--- config.mk ---
export PLATFORM = sky130hd
export DESIGN_NAME = blake2s_feed
export DESIGN_NICKNAME = d
export VERILOG_FILES = /design/src/rtl/blake2s_feed_pkg.sv /design/src/rtl/blake2s_feed_buf.sv /design/src/rtl/blake2s_feed.sv
export SDC_FILE = /design/constraint.sdc
export NUM_CORES = 1
export LEC_CHECK = 0
export BUFFER_PORTS_ARGS = -buffer_cell sky130_fd_sc_hd__buf_2
export CAP_MARGIN = 10
export CELL_PAD_IN_SITES_DETAIL_PLACEMENT = 1
export CELL_PAD_IN_SITES_GLOBAL_PLACEMENT = 2
export CORE_AREA = 2 2 320 290
export DETAILED_ROUTE_END_ITERATION = 12
export DIE_AREA = 0 0 322 292
export GPL_ROUTABILITY_DRIVEN = 0
export GPL_TIMING_DRIVEN = 0
export PLACE_DENSITY = 0.61
export SYNTH_ARGS = -nofsm -noshare
export SYNTH_HDL_FRONTEND = slang
export SYNTH_HIERARCHICAL = 1
export SYNTH_SLANG_ARGS = --single-unit
--- constraint.sdc ---
create_clock -name clk -period 2.6 [get_ports clk]
set_input_delay 0.52 -clock clk [delete_from_list [all_inputs] [get_ports clk]]
set_output_delay 0.52 -clock clk [all_outputs]
set_load 0.02 [all_outputs]
--- src/rtl/blake2s_feed_pkg.sv ---
// Shared definitions for the BLAKE2s message feeder: FSM states, default
// block/counter sizes and the byte used to pad a short final block.
package blake2s_feed_pkg;

  localparam int unsigned BB_DEFAULT  = 64;
  localparam int unsigned LLW_DEFAULT = 64;
  localparam logic [7:0]  PAD_BYTE    = 8'h00;

  typedef enum logic [1:0] {
    FILL = 2'd0,
    WAIT = 2'd1,
    SEND = 2'd2
  } feed_state_t;

endpackage

--- src/rtl/blake2s_feed_buf.sv ---
// Block buffer: BB x 8-bit register file, one write port, one async read port.
// Ports: clk; wr_en/wr_idx/wr_data write side; rd_idx/rd_data_c read side.
module blake2s_feed_buf #(
  parameter int unsigned BB = 64
) (
  input  logic                  clk,
  input  logic                  wr_en,
  input  logic [$clog2(BB)-1:0] wr_idx,
  input  logic [7:0]            wr_data,
  input  logic [$clog2(BB)-1:0] rd_idx,
  output logic [7:0]            rd_data_c
);

  logic [7:0] mem [BB];

  // Contents are not reset; stale bytes are masked by the fill count.
  always_ff @(posedge clk) begin
    if (wr_en) mem[wr_idx] <= wr_data;
  end

  assign rd_data_c = mem[rd_idx];

endmodule

--- src/rtl/blake2s_feed.sv ---
// BLAKE2s message feeder: collects a byte stream into BB-byte blocks and
// replays each block to the hash core one byte per cycle, zero padded, with
// first/last block flags and the running message byte count.
// Ports: clk, nreset (async active-low); s_valid_i/s_ready_o/s_data_i/
// s_last_i/s_empty_i/nn_i upstream; kk_o/nn_o/ll_o/block_first_o/
// block_last_o/data_v_o/data_idx_o/data_o/ready_v_i towards the core.
// Option: BLAKE2_FEED_ERR_EN adds sticky err_o for misuse of s_empty_i.
module blake2s_feed
  import blake2s_feed_pkg::*;
#(
  parameter int unsigned BB  = BB_DEFAULT,
  parameter int unsigned LLW = LLW_DEFAULT
) (
  input  logic                  clk,
  input  logic                  nreset,
  input  logic                  s_valid_i,
  output logic                  s_ready_o,
  input  logic [7:0]            s_data_i,
  input  logic                  s_last_i,
  input  logic                  s_empty_i,
  input  logic [5:0]            nn_i,
  output logic [5:0]            kk_o,
  output logic [5:0]            nn_o,
  output logic [LLW-1:0]        ll_o,
  output logic                  block_first_o,
  output logic                  block_last_o,
  output logic                  data_v_o,
  output logic [$clog2(BB)-1:0] data_idx_o,
  output logic [7:0]            data_o,
`ifdef BLAKE2_FEED_ERR_EN
  output logic                  err_o,
`endif
  input  logic                  ready_v_i
);

  localparam int unsigned IW = $clog2(BB);
  localparam int unsigned CW = IW + 1;

  feed_state_t    state, state_nxt;
  logic [CW-1:0]  wr_idx;
  logic [IW-1:0]  rd_idx;
  logic [LLW-1:0] ll_cnt;
  logic           first_blk, last_blk, msg_active;
  logic [7:0]     rd_data;

  logic           accept_c, empty_end_c, wr_en_c, fill_done_c, send_done_c;
  logic           s_ready_nxt, data_v_nxt, first_nxt, last_nxt;
  logic [IW-1:0]  data_idx_nxt;
  logic [7:0]     data_nxt;

  assign kk_o = 6'd0;

  blake2s_feed_buf #(.BB(BB)) u_buf (
    .clk       (clk),
    .wr_en     (wr_en_c),
    .wr_idx    (wr_idx[IW-1:0]),
    .wr_data   (s_data_i),
    .rd_idx    (rd_idx),
    .rd_data_c (rd_data)
  );

  // Beat qualification; an empty+last beat terminates without storing a byte.
  always_comb begin
    accept_c    = (state == FILL) & s_valid_i & s_ready_o;
    empty_end_c = s_empty_i & s_last_i;
    wr_en_c     = accept_c & ~empty_end_c;
    fill_done_c = accept_c & (s_last_i | (wr_idx == CW'(BB - 1)));
    send_done_c = (state == SEND) & (rd_idx == IW'(BB - 1));
  end

  // State register.
  always_ff @(posedge clk or negedge nreset) begin
    if (!nreset) state <= FILL;
    else         state <= state_nxt;
  end

  // Next-state logic.
  always_comb begin
    state_nxt = state;
    case (state)
      FILL:    if (fill_done_c) state_nxt = WAIT;
      WAIT:    if (ready_v_i)   state_nxt = SEND;
      SEND:    if (send_done_c) state_nxt = FILL;
      default: state_nxt = FILL;
    endcase
  end

  // Output decode, registered below; core outputs trail the SEND state by one cycle.
  always_comb begin
    s_ready_nxt  = (state_nxt == FILL);
    data_v_nxt   = 1'b0;
    data_idx_nxt = '0;
    data_nxt     = PAD_BYTE;
    first_nxt    = 1'b0;
    last_nxt     = 1'b0;
    if (state == SEND) begin
      data_v_nxt   = 1'b1;
      data_idx_nxt = rd_idx;
      data_nxt     = (CW'(rd_idx) < wr_idx) ? rd_data : PAD_BYTE;
      first_nxt    = first_blk;
      last_nxt     = last_blk;
    end
  end

  // Fill/send counters, message flags and registered outputs.
  always_ff @(posedge clk or negedge nreset) begin
    if (!nreset) begin
      wr_idx        <= '0;
      rd_idx        <= '0;
      ll_cnt        <= '0;
      first_blk     <= 1'b1;
      last_blk      <= 1'b0;
      msg_active    <= 1'b0;
      nn_o          <= '0;
      ll_o          <= '0;
      s_ready_o     <= 1'b0;
      data_v_o      <= 1'b0;
      data_idx_o    <= '0;
      data_o        <= '0;
      block_first_o <= 1'b0;
      block_last_o  <= 1'b0;
    end else begin
      if (wr_en_c) begin
        wr_idx <= wr_idx + CW'(1);
        ll_cnt <= ll_cnt + LLW'(1);
      end
      if (accept_c && !msg_active) begin
        msg_active <= 1'b1;
        nn_o       <= nn_i;
      end
      if (fill_done_c) last_blk <= s_last_i;
      if (state == SEND) rd_idx <= send_done_c ? '0 : rd_idx + IW'(1);
      // End of block: recycle the buffer; after the last block start a fresh message.
      if (send_done_c) begin
        wr_idx <= '0;
        if (last_blk) begin
          ll_cnt     <= '0;
          first_blk  <= 1'b1;
          last_blk   <= 1'b0;
          msg_active <= 1'b0;
        end else begin
          first_blk  <= 1'b0;
        end
      end
      ll_o          <= ll_cnt;
      s_ready_o     <= s_ready_nxt;
      data_v_o      <= data_v_nxt;
      data_idx_o    <= data_idx_nxt;
      data_o        <= data_nxt;
      block_first_o <= first_nxt;
      block_last_o  <= last_nxt;
    end
  end

`ifdef BLAKE2_FEED_ERR_EN
  // Sticky misuse flag: empty without last, or empty after bytes of the message.
  always_ff @(posedge clk or negedge nreset) begin
    if (!nreset) err_o <= 1'b0;
    else if (accept_c && s_empty_i && (!s_last_i || msg_active)) err_o <= 1'b1;
  end
`endif

endmodule

==> impl_metrics.ini <==
[run_status]
run_status = finished with violations
violations = setup timing

[cells_and_area]
post_layout_nonfiller_instances = 3096
most-common-layout-cells = 512 x edfxtp_1, 159 x dfrtp_1, 126 x mux4_2
final_layout_size_suffix_gt1_share_pct = 35.7
antenna_cells_inserted = 0
design.final.nets = 1883
num-fill-cells = 8979
design_area_um2 = 34400
area.growth.synth_to_final_pct = 27.1
final_common_cell = edfxtp_1

[global_routing]
grt_pass1_vias = 16500
first_pass_grt_wire_length_um = 115000
gr-total-overflow = 0
global_route.usage.total_pct = 16.7
grt_start_max_net_pins = 112
antenna_violations_before_repair = 3

[routing]
wl_per_cell_um = 25.4
postRouteWirelength_um = 78500
drt_pre_antenna_iters = 5
drt_drc_violations_left = 0
via_per_inst = 5.08
route.vias.total = 15700
drt_iter0_drc = 1455
final_antenna_net_count = 0

[die]
floorplan.initialDensity_pct = 29.8
die_area_um2 = 94000
standard_cell_core_area_um2 = 90600
die_width_um = 322
rows = 105
die_height_um = 292
floorplan.io_pins = 114

[worst_setup_path]
crit_path_end_kind = flip-flop
criticalPathCategory = flip-flop to flip-flop
cp_data_arrival_time_ns = 3.10
path_max_fanout = 9
critPathRequiredTime_ns = 3.07
worst_setup_path_start_kind = flip-flop

[clock_tree]
clock_latency_on_the_worst_skew_pair_ns = 0.62
clock-root-buffer = clkbuf_16
cts_made_buffers = 77
cts-htree-levels = 3
tritoncts_sinks = 682
tritoncts = done
cts.clk_slew.worst_paths_ns = 0.06
clock_tree.buffer_depth = 3

[power]
power_per_cell_area_nw_per_um2 = 1020
finalPower_mw = 34.9
p_sw_share_pct = 32.1
leakage_nw = 11.8
pwr-share-seq_pct = 35.8
switching_power_mw = 11.2
internal_power_mw = 23.7
power.clock.fraction_pct = 33.1
vdd_drop_max_mv = 0.442
part_of_the_power_in_combinational_logic_pct = 31.1

[logic_synthesis]
synth_edf_count = 512
synth_cells = 1577
seq_total_area_yosys_pct = 72.6
synth.avg_cell_area_um2 = 17.1
synth.area.mux_share_pct = 12.2
ys.warnings.count = 6
synth.lib_cells_used.distinct = 63
dominant_combinational_cell_family_by_area_after_synthesis = multiplexers
synthXorXnorAreaFrac_pct = 1.23
postSynth.topFlopCell = edfxtp_1
netlist_area_um2 = 27000
synthArstFlopShare_pct = 24.9
post_synth_fa_ha_maj_area_fraction_pct = 0.370
post_synth_and_or_nand_nor_area_fraction_pct = 8.15
synth_compound_area_share_pct = 3.42
synth-seq-cells = 682

[timing]
post-route-worst-setup-slack_ns = -0.0293
worst-slew-pin-transition_ns = 0.999
final_hold_violations = 0
setup_viol_count_final = 2
clock-skew-final_ns = 0.0411
report.final.slew_viol_count = 0
relSlewSlack_pct = 33.4
layout_worst_path_cycle_share_pct = 101
max_freq_mhz = 380
setup_repair_after_global_routing_missed_its_margin = yes
time_the_final_worst_path_needs_with_i_o_delays_and_setup_ns = 2.63

[min_path]
hold_class = input pin to flip-flop

[place]
dpl-instance-area_um2 = 29100
io_buffers = 107
placed_cells = 2868
dpl.hpwl_um = 50700

[job]
drv.max_cap_violation_count = 0
[logic make-up after synthesis]
logic type	count (synthesis)
buffers and inverters	100
AO/OA/AOI/OAI	143
adder cells (fa/ha/maj)	8
flip-flops	682
other	1
XOR/XNOR	38
AND/OR/NAND/NOR	435
multiplexers	170
[cells in the mapped netlist, types with 5 or more instances]
cell,number,area share [%]
edfxtp_1,512,57
o22ai_1,9,0.21
nand3_1,40,0.74
xnor2_1,34,1.1
nand2b_1,11,0.25
ha_1,8,0.37
o221ai_1,8,0.26
and2_1,14,0.32
o31ai_1,11,0.31
buf_1,5,0.069
and4_1,12,0.39
mux2_2,20,0.83
or4_1,11,0.31
nand4_1,31,0.72
and3_1,8,0.19
nand2_1,72,1.0
o21ai_0,24,0.44
nor4_1,19,0.44
buf_6,5,0.21
dfrtp_1,169,16
nor2_1,136,1.9
inv_1,18,0.25
mux2i_1,24,0.89
mux4_2,126,10
clkbuf_1,36,0.50
or3_1,22,0.51
a221oi_1,6,0.19
a21oi_1,47,0.87
nor3_1,28,0.52
buf_4,19,0.53
buf_2,13,0.24
nor2b_1,15,0.35
[final timing paths]
check,end,startpoint,cells past startpoint,slack [ns]
min in group asynchronous,ll_cnt[31],nreset,2,0.40
setup / recovery,data_o[6],rd_idx[0],9,-0.03
setup reg to reg,data_o[6],rd_idx[0],9,-0.03
hold reg to reg,ll_o[35],ll_cnt[35],0,0.38
hold / removal,nn_o[5],nn_i[5],2,0.13
max in group asynchronous,rd_idx[4],nreset,3,1.23
[stage by stage]
step           setup WS, ns  setup TNS, ns  utilization (%)  hold WS [ns]
6_report            -0.0293        -0.0509             37.9         0.128
3_3_place_gp          -1.69        -831.38             32.1         0.366
2_1_floorplan         0.133              0                -         0.224
4_1_cts             -0.0318        -0.0360             37.2        0.0894
3_5_place_dp          -1.30        -559.15             32.1         0.378
5_1_grt              -0.126         -0.625             37.9         0.109
[power groups by stage]
| stage | Combinational, mW | Clock [mW] | Sequential (mW) |
|---|---|---|---|
| 2_1_floorplan | 4.91 | 0 | 12.7 |
| 3_3_place_gp | 8.30 | 0 | 12.7 |
| 3_5_place_dp | 8.38 | 0 | 12.7 |
| 4_1_cts | 10.1 | 11.8 | 12.5 |
| 5_1_grt | 11.4 | 12.3 | 12.6 |
| 6_report | 10.9 | 11.6 | 12.5 |
[layout make-up]
type / count / area, µm² / area share (%)
clock inverters: 48 / 674 / 1.96
flip-flops and latches: 682 / 19600 / 57.2
repair buffers: 196 / 1610 / 4.67
inverters: 20 / 82.6 / 0.240
clock buffers: 95 / 2050 / 5.95
multi-input cells: 800 / 8030 / 23.4
plain buffers: 78 / 802 / 2.33
well taps: 1177 / 1470 / 4.29
[repair_timing]
| item | in CTS | in global routing |
|---|---|---|
| hold buffers | 1 | 0 |
| buffers inserted | 58 | 18 |
| gates cloned | 0 | 2 |
| endpoints found under the hold margin | 59 | 0 |
| endpoints found under the setup margin | 586 | 312 |
| gates resized for setup | 314 | 59 |
| pin swaps | 38 | 10 |
[sequential cells by signal (all words and copies together) (netlist names)]
signal         count
block_first_o      1
block_last_o       1
data_idx_o         6
data_o             8
data_v_o           1
first_blk          1
last_blk           1
ll_cnt            64
ll_o              64
msg_active         1
nn_o               6
rd_idx             6
s_ready_o          1
state              2
u_buf/mem        512
wr_idx             7
[worst max-delay path, cell delays in order, from the launching register on]
cell and delay (ns):
dfrtp_2 0.46, buf_12 0.21, buf_4 0.14, mux4_2 0.50, mux2_4 0.32, o221a_2 0.31, nor3_4 0.26, o32ai_4 0.13
nand2_1 0.09, a21oi_1 0.05
[per-layer routing]
layer	global-route usage (%)	wire length (µm)	up-vias	part of all wire (%)
met3	3.11	4450	100	5.7
li1	-	-	6769	-
met2	25.5	35900	412	46
met1	24.3	36500	8428	47
met4	4.59	1600	4	2.0
met5	0	28	-	0.036
No activity file was read; power rests on OpenSTA's default activity.
